[src/rtl/spi_mem_arbiter_pkg.sv]
// Shared definitions for the SPI/camera RAM arbiter: FSM state encoding and
// default bus widths.
package spi_mem_arbiter_pkg;

    localparam int SPI_ADDR_W_DEF = 24;
    localparam int MEM_AW_DEF     = 16;

    typedef enum logic [2:0] {
        ST_IDLE    = 3'd0,
        ST_SPI_WR  = 3'd1,
        ST_SPI_RD  = 3'd2,
        ST_RD_WAIT = 3'd3,
        ST_CAM     = 3'd4
    } arb_state_t;

endpackage

[src/rtl/spi_mem_arbiter_edge_detect.sv]
// Registered single-flag edge detector. RISE=1 reports 0->1, RISE=0 reports 1->0.
// The flag is already synchronous to main_clock, so one register is enough.
module arb_edge_detect #(
    parameter bit RISE = 1'b1
) (
    input  logic main_clock,
    input  logic reset_n,
    input  logic d,
    output logic pulse
);

    logic d_q;

    // Previous value of the flag
    always_ff @(posedge main_clock or negedge reset_n) begin
        if (!reset_n) d_q <= 1'b0;
        else          d_q <= d;
    end

    assign pulse = RISE ? (d & ~d_q) : (~d & d_q);

endmodule

[src/rtl/spi_mem_arbiter.sv]
// Arbiter sharing one single-port RAM between the SPI memory slave (strict
// priority, auto-incrementing byte pointer) and the camera pixel writer.
// Optional build macro ARB_STATS_EN enables the saturating stall_count.
//
// state      | meaning
// -----------+-------------------------------------------------------------
// ST_IDLE    | no RAM access; pick write > read > camera for next cycle
// ST_SPI_WR  | write wdata_q at ptr, ptr++
// ST_SPI_RD  | issue read at ptr, ptr++
// ST_RD_WAIT | wait out RAM latency, capture mem_rdata on the last cycle
// ST_CAM     | camera write, cam_gnt pulse
module spi_mem_arbiter
    import spi_mem_arbiter_pkg::*;
#(
    parameter int SPI_ADDR_W = SPI_ADDR_W_DEF,
    parameter int MEM_AW     = MEM_AW_DEF,
    parameter int RD_LATENCY = 1
) (
    input  logic                  main_clock,
    input  logic                  reset_n,
    input  logic [SPI_ADDR_W-1:0] spi_addr,
    input  logic                  spi_addr_valid,
    input  logic [7:0]            spi_write_data,
    input  logic                  spi_write_data_flag,
    input  logic                  spi_read_data_flag,
    output logic [7:0]            spi_read_data,
    input  logic                  spi_active,
    input  logic                  cam_req,
    input  logic [MEM_AW-1:0]     cam_addr,
    input  logic [7:0]            cam_wdata,
    output logic                  cam_gnt,
    output logic                  mem_en,
    output logic                  mem_we,
    output logic [MEM_AW-1:0]     mem_addr,
    output logic [7:0]            mem_wdata,
    input  logic [7:0]            mem_rdata,
    output logic [15:0]           stall_count
);

    arb_state_t        state, state_nxt;
    logic [MEM_AW-1:0] ptr;
    logic              rd_pend, wr_pend;
    logic [7:0]        wdata_q;
    logic [1:0]        lat_cnt;
    logic              av_rise, rd_rise, wr_rise, act_fall;
    logic              wr_req, rd_req, rd_done;
    logic              unused_addr_hi;

    // Only the low MEM_AW address bits select a RAM byte.
    assign unused_addr_hi = ^spi_addr[SPI_ADDR_W-1:MEM_AW];

    arb_edge_detect #(.RISE(1'b1)) u_av  (.main_clock(main_clock), .reset_n(reset_n), .d(spi_addr_valid),      .pulse(av_rise));
    arb_edge_detect #(.RISE(1'b1)) u_rd  (.main_clock(main_clock), .reset_n(reset_n), .d(spi_read_data_flag),  .pulse(rd_rise));
    arb_edge_detect #(.RISE(1'b1)) u_wr  (.main_clock(main_clock), .reset_n(reset_n), .d(spi_write_data_flag), .pulse(wr_rise));
    arb_edge_detect #(.RISE(1'b0)) u_act (.main_clock(main_clock), .reset_n(reset_n), .d(spi_active),          .pulse(act_fall));

    // A fresh rise counts as a request in the same cycle so SPI beats a
    // camera request that appears together with it; a CS drop kills both.
    assign wr_req  = (wr_pend | wr_rise) & ~act_fall;
    assign rd_req  = (rd_pend | rd_rise) & ~act_fall;
    assign rd_done = (state == ST_RD_WAIT) && (lat_cnt == 2'd0);

    // State register
    always_ff @(posedge main_clock or negedge reset_n) begin
        if (!reset_n) state <= ST_IDLE;
        else          state <= state_nxt;
    end

    // Next-state decode and RAM strobes
    always_comb begin
        state_nxt = state;
        mem_en    = 1'b0;
        mem_we    = 1'b0;
        mem_addr  = '0;
        mem_wdata = '0;
        cam_gnt   = 1'b0;
        unique case (state)
            ST_IDLE: begin
                if (wr_req)       state_nxt = ST_SPI_WR;
                else if (rd_req)  state_nxt = ST_SPI_RD;
                else if (cam_req) state_nxt = ST_CAM;
            end
            ST_SPI_WR: begin
                mem_en    = 1'b1;
                mem_we    = 1'b1;
                mem_addr  = ptr;
                mem_wdata = wdata_q;
                state_nxt = ST_IDLE;
            end
            ST_SPI_RD: begin
                mem_en    = 1'b1;
                mem_addr  = ptr;
                state_nxt = ST_RD_WAIT;
            end
            ST_RD_WAIT: begin
                if (lat_cnt == 2'd0) state_nxt = ST_IDLE;
            end
            ST_CAM: begin
                mem_en    = 1'b1;
                mem_we    = 1'b1;
                mem_addr  = cam_addr;
                mem_wdata = cam_wdata;
                cam_gnt   = 1'b1;
                state_nxt = ST_IDLE;
            end
            default: state_nxt = ST_IDLE;
        endcase
    end

    // Pointer, pending requests, latency down-counter and read capture
    always_ff @(posedge main_clock or negedge reset_n) begin
        if (!reset_n) begin
            ptr           <= '0;
            rd_pend       <= 1'b0;
            wr_pend       <= 1'b0;
            wdata_q       <= '0;
            lat_cnt       <= '0;
            spi_read_data <= '0;
        end else begin
            if (av_rise)
                ptr <= spi_addr[MEM_AW-1:0];
            else if (state == ST_SPI_WR || state == ST_SPI_RD)
                ptr <= ptr + 1'b1;

            // A rise while the bit is still set is a duplicate and is dropped.
            if (act_fall || state == ST_SPI_WR) begin
                wr_pend <= 1'b0;
            end else if (wr_rise && !wr_pend) begin
                wr_pend <= 1'b1;
                wdata_q <= spi_write_data;
            end

            if (act_fall || state == ST_SPI_RD) rd_pend <= 1'b0;
            else if (rd_rise)                   rd_pend <= 1'b1;

            if (state == ST_SPI_RD)
                lat_cnt <= 2'(RD_LATENCY - 1);
            else if (state == ST_RD_WAIT && lat_cnt != 2'd0)
                lat_cnt <= lat_cnt - 1'b1;

            // In-flight reads still land even after a CS abort.
            if (rd_done) spi_read_data <= mem_rdata;
        end
    end

`ifdef ARB_STATS_EN
    logic        rd_dup, wr_dup, cam_stall;
    logic [1:0]  stall_inc;
    logic [16:0] stall_sum;
    logic [15:0] stall_q;

    assign rd_dup    = rd_rise & rd_pend & ~act_fall;
    assign wr_dup    = wr_rise & wr_pend & ~act_fall;
    assign cam_stall = cam_req & ~cam_gnt;
    assign stall_inc = {1'b0, cam_stall} + {1'b0, rd_dup} + {1'b0, wr_dup};
    assign stall_sum = {1'b0, stall_q} + {15'b0, stall_inc};

    // Saturating stall / protocol-error counter
    always_ff @(posedge main_clock or negedge reset_n) begin
        if (!reset_n) stall_q <= '0;
        else          stall_q <= stall_sum[16] ? 16'hFFFF : stall_sum[15:0];
    end

    assign stall_count = stall_q;
`else
    assign stall_count = '0;
`endif

endmodule
[config.mk]
export PLATFORM = sky130hd
export DESIGN_NAME = spi_mem_arbiter
export DESIGN_NICKNAME = d
export VERILOG_FILES = /design/src/rtl/spi_mem_arbiter_pkg.sv /design/src/rtl/spi_mem_arbiter_edge_detect.sv /design/src/rtl/spi_mem_arbiter.sv
export SDC_FILE = /design/constraint.sdc
export NUM_CORES = 1
export LEC_CHECK = 0
export BUFFER_PORTS_ARGS = -buffer_cell sky130_fd_sc_hd__buf_2
export CORE_ASPECT_RATIO = 1.4
export CORE_MARGIN = 4
export CORE_UTILIZATION = 46
export DETAILED_ROUTE_END_ITERATION = 12
export PLACE_DENSITY = 0.93
export SLEW_MARGIN = 20
export SYNTH_ARGS = -nofsm -noshare
export SYNTH_HDL_FRONTEND = slang
export SYNTH_SLANG_ARGS = --single-unit
[constraint.sdc]
create_clock -name main_clock -period 5.7 [get_ports main_clock]
set_clock_uncertainty 0.1 [all_clocks]
set_input_delay 1.14 -clock main_clock [delete_from_list [all_inputs] [get_ports main_clock]]
set_output_delay 1.14 -clock main_clock [all_outputs]
set_load 0.01 [all_outputs]
==> flow_summary_export.csv, run 1 <==
group,metric,value,unit
run_status,status,"completed",
routing,drc_errors,0,
clocking,cts_buffers,5,
timing,finalHoldViolCount,0,
layout,area_growth,23.0,%
critical_path,crit_fanout,15,
place,hpwl,4330,µm
routing,dr_wl_met3,414,µm
die,core_area,5120,µm²
synthesis,ys_seq_area_frac,0.445,
routing,totalWireLength,5610,µm
job,cap_violations,0,
global_routing,grtUsageTotal,0.174,
power_and_ir_drop,leakagePower,1.41,nW
clocking,postCtsSetupBuffers,0,
timing,period_minus_slack,3450,ps
synthesis,synth_cells,235,
critical_path,end_kind,"output pin",
global_routing,antenna_found_initial,0,
clocking,cts-resized-gates,0,
layout,n_antenna_cell,0,
clocking,holdBufCountCts,0,
min_path,hold_class,"reg -> reg",
layout,post_layout_nonfiller_instances,396,
clocking,clk_pin_slew,80,ps
die,die_h,93.8,µm
die,fp.dieW,69.3,µm
routing,drt-initial-drc-count,104,
clocking,cts_tree,"yes",
synthesis,synth_edf_count,0,
layout,drive_above_1_share,0.397,
power_and_ir_drop,peakVddDrop,0.275,mV
synthesis,ys.flop_type,"dfrtp_1",
clocking,h-tree-depth,2,
routing,num_vias,2110,
die,dieArea,6500,µm²
die,row_count,31,
clocking,clock_latency,290,ps
critical_path,path_class,"reg -> out",
synthesis,synthDistinctLibCells,44,
routing,top_layer,"met4",
routing,dr.pass1.iters,4,
clocking,cts_buffer_depth,2,
clocking,root_buffer,"clkbuf_8",
routing,wl_met2,2970,µm
place,gp_congestion,0.834,
timing,fin_crit_sh,0.605,
power_and_ir_drop,power_density,432,nW/µm²
layout,nNetsFinal,402,
clocking,cts_sinks,43,
timing,fin_setup_tns,0,ps
synthesis,synth_area_per_cell,10.3,µm²
synthesis,yosys.area.top_type_share,0.445,
die,start_util,0.472,
routing,wire_per_inst,14.2,µm
timing,fmax,290,MHz
synthesis,synth_seq_cells,43,
die,ios,122,
synthesis,yosysTopAreaCell,"dfrtp_1",
place,dp.cells,388,
routing,viasPerCell,5.33,
global_routing,grt_max_degree,44,
global_routing,grt-ovfl-total,0,
place,numPortBuffers,97,
synthesis,synthTopCellsByArea,"dfrtp_1, a22o_1, mux2_2",
timing,slew_viol_final,0,
synthesis,async_reset_ff_frac,1.00,
routing,ant_nets,0,
routing,wl_met1,2140,µm
timing,worst_pin_slew,944,ps
critical_path,required,4460,ps
timing,rsz0062_at_grt,"no",
timing,setup_viol,0,
timing,slew_headroom,0.371,
synthesis,ys_warn_count,0,
global_routing,grt_pass1_vias,2122,
global_routing,grt_pass1_wl,9360,µm
synthesis,syn-cell-area,2420,µm²
critical_path,crit_arrival,2210,ps
critical_path,cp-start-kind,"register",
## cell usage in the layout, fill, tap and decap left out, drive strengths merged, types with 2 or more instances in the layout
| cell type | n |
|---|---|
| nor3b | 2 |
| clkbuf | 6 |
| a31oi | 4 |
| inv | 6 |
| a21o | 2 |
| a22o | 26 |
| or3 | 3 |
| conb | 16 |
| nand3 | 5 |
| buf | 99 |
| a21oi | 3 |
| or2 | 2 |
| nand2 | 19 |
| o21ai | 12 |
| dfrtp | 43 |
| o31ai | 4 |
| nand4b | 3 |
| or4 | 4 |
| nor2 | 10 |
| nor3 | 3 |
| xnor2 | 9 |
| nand4 | 5 |
| xor2 | 2 |
| nor4 | 3 |
| nor4b | 2 |
| nor2b | 2 |
| mux2 | 16 |
| ha | 2 |
| nand2b | 6 |
## registers in the layout (all words and copies together), names as in the netlist
register       flops
ptr               16
spi_read_data      8
wdata_q            8
state              3
lat_cnt            2
rd_pend            1
u_act.d_q          1
u_av.d_q           1
u_rd.d_q           1
u_wr.d_q           1
wr_pend            1
## cells by family after synthesis
family	count (synthesis)	synth area share
other	1	0.00155
muxes	17	0.0786
adders and majority gates	2	0.0103
buffers and inverters	33	0.0807
DFF	43	0.445
xor gates and xnor gates	11	0.0429
and+or+nand+nor	71	0.166
AOI/OAI and AO/OA	57	0.175
## worst paths after layout
kind | endpoint | depth (start not counted) | slack [ps] | from
setup reg to reg | wdata_q[0]$_DFFE_PN0P_ | 3 | 3460 | state[0]$_DFFE_PN0P_
hold / removal | spi_read_data[2]$_DFFE_PN0P_ | 1 | 400 | spi_read_data[2]$_DFFE_PN0P_
hold reg to reg | spi_read_data[2]$_DFFE_PN0P_ | 1 | 400 | spi_read_data[2]$_DFFE_PN0P_
setup / recovery | mem_addr[12] | 4 | 2250 | state[2]$_DFFE_PN0P_
max in group asynchronous | spi_read_data[7]$_DFFE_PN0P_ | 1 | 4020 | reset_n
min in group asynchronous | ptr[0]$_DFFE_PN0P_ | 1 | 900 | reset_n
## stage by stage
step / area, µm² / util / setup slack, ps / power [W] / hold WS, ps
2_1_floorplan: 2470 / - / 2930 / 0.000913 / 380
3_3_place_gp: 2890 / 0.564 / 2560 / 0.00109 / 384
3_5_place_dp: 2890 / 0.564 / 2510 / 0.00111 / 388
4_1_cts: 2970 / 0.580 / 2190 / 0.00130 / 406
5_1_grt: 2980 / 0.581 / 2020 / 0.00139 / 412
6_report: 2980 / 0.581 / 2250 / 0.00129 / 404
## final cells by class
cell class | count | area, µm²
multi-input cells | 174 | 1210
clock inverters | 2 | 12.5
flip-flops and latches | 43 | 1080
clock buffers | 6 | 72.6
fillers | 457 | 2140
repair buffers | 99 | 500
well taps | 66 | 82.6
inverters | 6 | 22.5
## layer usage
layer	vias to the layer above	track usage
met5	-	0
met1	997	0.195
met2	90	0.320
li1	1015	-
met3	8	0.0450
met4	0	0.0537
## synth_stat cells, types with 5 or more instances
library cell,n
nor2_1,9
inv_1,6
dfrtp_1,43
mux2_2,16
clkbuf_1,8
buf_4,19
xnor2_1,8
nand2b_1,6
o21ai_0,12
a22o_1,25
nand4_1,5
nand2_1,19
## power by group
group | total (W) | internal [W] | switching [W]
clock network | 0.000184 | 0.0000856 | 0.0000987
logic | 0.000599 | 0.000303 | 0.000296
registers | 0.000503 | 0.000403 | 0.000100
## worst max-delay path, stage by stage (launching register included)
cell	delay [ps]
dfrtp_1	600
nor3b_2	730
buf_4	320
a22o_1	150
buf_2	130
Note: power is estimated with default switching activity, not from simulation.
==> run 2, diff against run 1 <==
Settings changed: CORE_UTILIZATION 46 to 41, PLACE_DENSITY 0.93 to 0.88.
Clock period 5.7 ns to 3 ns, I/O delays scaled along.
==> run 2 against run 1 <==
Sequential cell count is the same. Hold slack lost 77 ps. Register-to-register slack lost 2700 ps. Die area grew 11%. Largest power group unchanged. Highest routed layer unchanged.
==> flow_summary_export.csv, run 2 (synthesis gave the netlist of run 1 again) <==
group,metric,value,unit
critical_path,end_kind,"output pin",
critical_path,cp_slowest_stage_delay,600,ps
timing,rsz0062_at_grt,"no",
critical_path,path_delay_family,"flip-flops",
critical_path,cp.depth,4,
critical_path,startpoint,"state[2]$_DFFE_PN0P_",
timing,finalHoldViolCount,0,
global_routing,grt_pass1_wl,9480,µm
place,hpwl,4530,µm
die,ios,122,
layout,drive_above_1_share,0.399,
timing,setup_ws,236,ps
job,cap_violations,0,
routing,num_vias,2140,
layout,n_antenna_cell,0,
run_status,status,"completed",
critical_path,cp-start-kind,"register",
power_and_ir_drop,design_power_total,0.00266,W
die,die_h,98.9,µm
routing,viasPerCell,5.34,
power_and_ir_drop,power_density,873,nW/µm²
power_and_ir_drop,leakagePower,1.45,nW
critical_path,required,2300,ps
clocking,cts-resized-gates,0,
critical_path,ff2ff_path_depth,4,
clocking,root_buffer,"clkbuf_8",
routing,drt-initial-drc-count,79,
routing,wire_per_inst,14.8,µm
layout,layout_commonest_cell,"buf_2",
min_path,whs_endpoint,"u_av.d_q$_DFF_PN0_",
layout,largest_registers,"ptr (16), spi_read_data (8), wdata_q (8)",
clocking,cts_buffers,5,
die,dieArea,7210,µm²
global_routing,grt_max_degree,44,
min_path,holdPathStages,1,
global_routing,grt_pass1_vias,2172,
routing,dr.pass1.iters,5,
place,numPortBuffers,97,
critical_path,path_cells,"nor3b_4 > buf_4 > a22o_1 > buf_2",
critical_path,crit_fanout,16,
layout,regMostFlops,"ptr",
clocking,cts_sinks,43,
place,pre_cts_ws,568,ps
critical_path,r2r_end,"wdata_q[2]$_DFFE_PN0P_",
timing,slew_viol_final,0,
critical_path,cp_slowest_cell,"dfrtp_1",
die,fp.dieW,72.9,µm
place,dpl-instance-area,2920,µm²
critical_path,critPathBufInv,2,
clocking,clk_pin_slew,90,ps
clocking,clock_latency,290,ps
routing,drc_errors,0,
routing,totalWireLength,5920,µm
layout,postLayoutCellArea,3050,µm²
power_and_ir_drop,peakVddDrop,0.544,mV
clocking,holdBufCountCts,0,
layout,area_growth,26.1,%
timing,whs,327,ps
clocking,cts_tree,"yes",
clocking,h-tree-depth,2,
global_routing,antenna_found_initial,0,
critical_path,path_class,"reg -> out",
critical_path,regToRegStartpoint,"state[0]$_DFFE_PN0P_",
timing,fin_crit_sh,0.921,
layout,final_cell_mix,"buf_2, dfrtp_1, a22o_1",
timing,worst_pin_slew,938,ps
place,gp_congestion,0.827,
timing,fin_setup_tns,0,ps
timing,slew_headroom,0.375,
clocking,postCtsSetupBuffers,0,
min_path,hold_class,"in -> reg",
critical_path,reg2reg_setup_slack,790,ps
layout,largest_reg_flops,16,
timing,fmax,362,MHz
timing,period_minus_slack,2760,ps
critical_path,crit_arrival,2060,ps
die,start_util,0.431,
clocking,cts_buffer_depth,2,
die,row_count,32,
global_routing,grt-ovfl-total,0,
routing,ant_nets,0,
timing,setup_viol,0,
min_path,min_from,"spi_addr_valid",
global_routing,grtUsageTotal,0.164,
die,core_area,5610,µm²
layout,nNetsFinal,405,
-- run 2: cell count changes in the layout (fill, tap and decap cells not counted) --
cell | previous run | this run
bufinv_16 | 0 | 2
nor3b_2 | 2 | 0
clkinvlp_4 | 1 | 0
buf_4 | 2 | 5
nor3b_1 | 0 | 1
nor3b_4 | 0 | 1
clkinv_2 | 1 | 0
-- run 2: through the flow --
stage | instances | util
2_1_floorplan | 250 | -
3_3_place_gp | 393 | 0.520
3_5_place_dp | 393 | 0.520
4_1_cts | 401 | 0.544
5_1_grt | 401 | 0.544
6_report | 401 | 0.544
-- run 2: final cells by class --
class / count / area (µm²)
clock buffer: 6 / 72.6
timing repair buffer: 102 / 523
inverter: 6 / 22.5
multi-input combinational: 174 / 1210
fill: 533 / 2560
clock inverter: 2 / 60.1
sequential: 43 / 1080
tap: 68 / 85.1
-- run 2: worst max path at each step --
stage / to / slack [ps]
after floorplan: mem_addr[0] / 770
after global placement: mem_en / 610
after detailed placement: mem_en / 570
after CTS: mem_en / 230
after global routing: mem_addr[8] / 80
final: mem_addr[8] / 240
-- run 2: routing by layer --
metal	part of all wire	global-route usage
met3	0.089	0.0388
met1	0.36	0.167
met5	0	0
met4	0.0068	0.0511
met2	0.54	0.316
-- run 2: where the power goes --
group	switching, W	internal, W
sequential	0.000189	0.000765
clock	0.000196	0.000333
combinational	0.000578	0.000598
==> run 3, diff against run 2 <==
Settings changed: CORE_UTILIZATION 41 to 42, PLACE_DENSITY 0.88 to default, PLACE_DENSITY_LB_ADDON from default to 0.3, SYNTH_HIERARCHICAL from default to 1.
==> run 3 against run 2 <==
Sequential share of layout area shrank 0.88 points. Highest routed layer unchanged. Non-clock buffer count decreased by 3. Largest power group unchanged. Sequential cell count unchanged.
==> flow_summary_export.csv, run 3 <==
group,metric,value,unit
run_status,status,"completed",
layout,largest_registers,"ptr (16), spi_read_data (8), wdata_q (8)",
critical_path,path_class,"reg -> out",
job,cap_violations,0,
critical_path,crit_arrival,1880,ps
synthesis,yosys.area.top_type_share,0.414,
routing,wire_per_inst,13.4,µm
synthesis,syn-cell-area,2600,µm²
clocking,cts_tree,"yes",
clocking,holdBufCountCts,0,
synthesis,synthMostInstantiatedCell,"dfrtp_1",
critical_path,reg2reg_setup_slack,830,ps
routing,drc_errors,0,
global_routing,antenna_found_initial,0,
synthesis,synthTopCellsByArea,"dfrtp_1, buf_4, a22o_1",
timing,fin_crit_sh,0.859,
die,core_area,5950,µm²
critical_path,cp_slowest_stage_delay,610,ps
timing,rsz0062_at_grt,"no",
die,row_count,33,
layout,area_growth,20.3,%
timing,slew_headroom,0.477,
timing,worst_pin_slew,782,ps
routing,viasPerCell,5.14,
clocking,h-tree-depth,2,
power_and_ir_drop,sw_frac_of_total,0.400,
clocking,cts_buffer_depth,2,
critical_path,crit_fanout,13,
power_and_ir_drop,switchingPower,0.00106,W
routing,drt-initial-drc-count,77,
clocking,clk_pin_slew,80,ps
synthesis,yosysTopAreaCell,"dfrtp_1",
timing,fin_setup_tns,0,ps
critical_path,cp-start-kind,"register",
clocking,clock_latency,290,ps
layout,final_cell_mix,"buf_2, dfrtp_1, nand2_1",
critical_path,required,2300,ps
critical_path,end_kind,"output pin",
synthesis,synth_area_per_cell,10.3,µm²
synthesis,yosys-top-cells-count,"dfrtp_1, nand2_1, buf_4",
synthesis,synthDistinctLibCells,43,
critical_path,critPathBufInv,1,
global_routing,grt_pass1_wl,9050,µm
place,numPortBuffers,97,
critical_path,cp_slowest_cell,"dfrtp_1",
synthesis,synth_cells,253,
routing,totalWireLength,5580,µm
layout,regArea,1080,µm²
routing,ant_nets,0,
layout,layout_commonest_cell,"buf_2",
clocking,postCtsSetupBuffers,0,
timing,whs,184,ps
layout,postLayoutCellArea,3130,µm²
die,dieArea,7530,µm²
critical_path,path_delay_family,"simple AND/OR/NAND/NOR gates",
die,ios,122,
place,dp.cells,407,
layout,multi_input_area,1360,µm²
place,hpwl,4250,µm
synthesis,async_reset_ff_frac,1.00,
timing,slew_viol_final,0,
routing,dr.pass1.iters,4,
global_routing,grt_pass1_vias,2083,
place,dpl-instance-area,3040,µm²
min_path,hold_class,"in -> async",
synthesis,ys.flop_type,"dfrtp_1",
die,start_util,0.437,
timing,fmax,388,MHz
layout,drive_above_1_share,0.403,
synthesis,ys_warn_count,6,
power_and_ir_drop,p_seq_frac,0.369,
global_routing,grt-ovfl-total,0,
power_and_ir_drop,clockPowerShare,0.137,
synthesis,synth_edf_count,0,
die,die_h,101,µm
place,gp_congestion,0.754,
synthesis,synth_seq_cells,43,
layout,nNetsFinal,417,
layout,regMostFlops,"ptr",
routing,num_vias,2133,
power_and_ir_drop,p_int,0.00160,W
layout,n_antenna_cell,0,
timing,setup_viol,0,
power_and_ir_drop,peakVddDrop,0.413,mV
power_and_ir_drop,power_density,852,nW/µm²
power_and_ir_drop,leakagePower,1.49,nW
clocking,cts-resized-gates,0,
clocking,cts_buffers,5,
clocking,root_buffer,"clkbuf_8",
layout,post_layout_nonfiller_instances,415,
layout,largest_reg_flops,16,
critical_path,path_cells,"nor2b_1 > a22oi_1 > nor2_1 > buf_2",
global_routing,grt_max_degree,44,
power_and_ir_drop,comb_power_share,0.494,
die,fp.dieW,74.5,µm
synthesis,ys_seq_area_frac,0.414,
global_routing,grtUsageTotal,0.149,
clocking,cts_sinks,43,
timing,finalHoldViolCount,0,
layout,fillers,569,
timing,period_minus_slack,2580,ps
-- run 3: cell types whose count changed in the layout (fill, tap and decap cells not counted), moves of 5 or more --
cell and delta:
nor3_1 +6, a22oi_1 +11, a22o_1 -11, nand2_1 +8, mux2_4 +8, mux2_2 -8, nor2_1 +6, mux2i_1 +5
-- run 3: worst paths after layout --
| kind | start | end | cells after the start |
|---|---|---|---|
| worst max-delay path | state[2]$_DFFE_PN0P_ | mem_wdata[3] | 4 |
| max in group asynchronous | reset_n | lat_cnt[0]$_DFFE_PN0P_ | 1 |
| worst max register to register | state[1]$_DFFE_PN0P_ | ptr[9]$_DFFE_PN0P_ | 5 |
| worst min-delay path | reset_n | ptr[10]$_DFFE_PN0P_ | 1 |
| worst min register to register | spi_read_data[2]$_DFFE_PN0P_ | spi_read_data[2]$_DFFE_PN0P_ | 1 |
| min in group main_clock | spi_write_data_flag | u_wr/d_q$_DFF_PN0_ | 1 |
-- run 3: metrics by stage --
step / total power, W / utilization / worst slack, ps
final: 0.00266 / 0.526 / 422
after global routing: 0.00287 / 0.526 / 219
after CTS: 0.00270 / 0.525 / 380
after detailed placement: 0.00232 / 0.511 / 724
after global placement: 0.00228 / 0.511 / 742
after floorplan: 0.00195 / - / 899
-- run 3: power by group through the flow --
| stage | sequential (W) | clock (W) | combinational (W) |
|---|---|---|---|
| 2_1_floorplan | 0.000918 | 0 | 0.00103 |
| 3_3_place_gp | 0.000979 | 0 | 0.00131 |
| 3_5_place_dp | 0.000987 | 0 | 0.00133 |
| 4_1_cts | 0.000983 | 0.000381 | 0.00133 |
| 5_1_grt | 0.00101 | 0.000393 | 0.00146 |
| 6_report | 0.000982 | 0.000366 | 0.00132 |
-- run 3: metal layers --
metal | wire length [µm] | global-route usage | vias up
met4 | 93 | 0.0466 | 0
li1 | - | - | 1042
met5 | 0 | 0 | -
met1 | 2290 | 0.178 | 987
met2 | 2660 | 0.264 | 96
met3 | 530 | 0.0299 | 8
-- run 3: logic make-up (layout without fill, tap and decap cells) --
group / after synthesis / in the layout / synth area share
muxes: 22 / 22 / 0.104
AOI/OAI and AO/OA: 49 / 49 / 0.131
xor gates and xnor gates: 9 / 9 / 0.0376
buffers and inverters: 34 / 111 / 0.0862
DFF: 43 / 43 / 0.414
other: 1 / 16 / 0.00144
and+or+nand+nor: 93 / 93 / 0.216
adders and majority gates: 2 / 2 / 0.00963
-- run 3: area by class of cell --
class	instances	share of cell area
multi-input combinational	191	0.433
inverter	4	0.00640
sequential	43	0.344
timing repair buffer	99	0.161
clock buffer	6	0.0232
clock inverter	2	0.00400
tap	70	0.0280
-- run 3: worst register-to-register path, cell delays in order (launching register included) --
cell and delay, ps:
dfrtp_1 740, xnor2_4 150, buf_4 220, nor4_4 480
nor3b_1 100, a221o_1 280
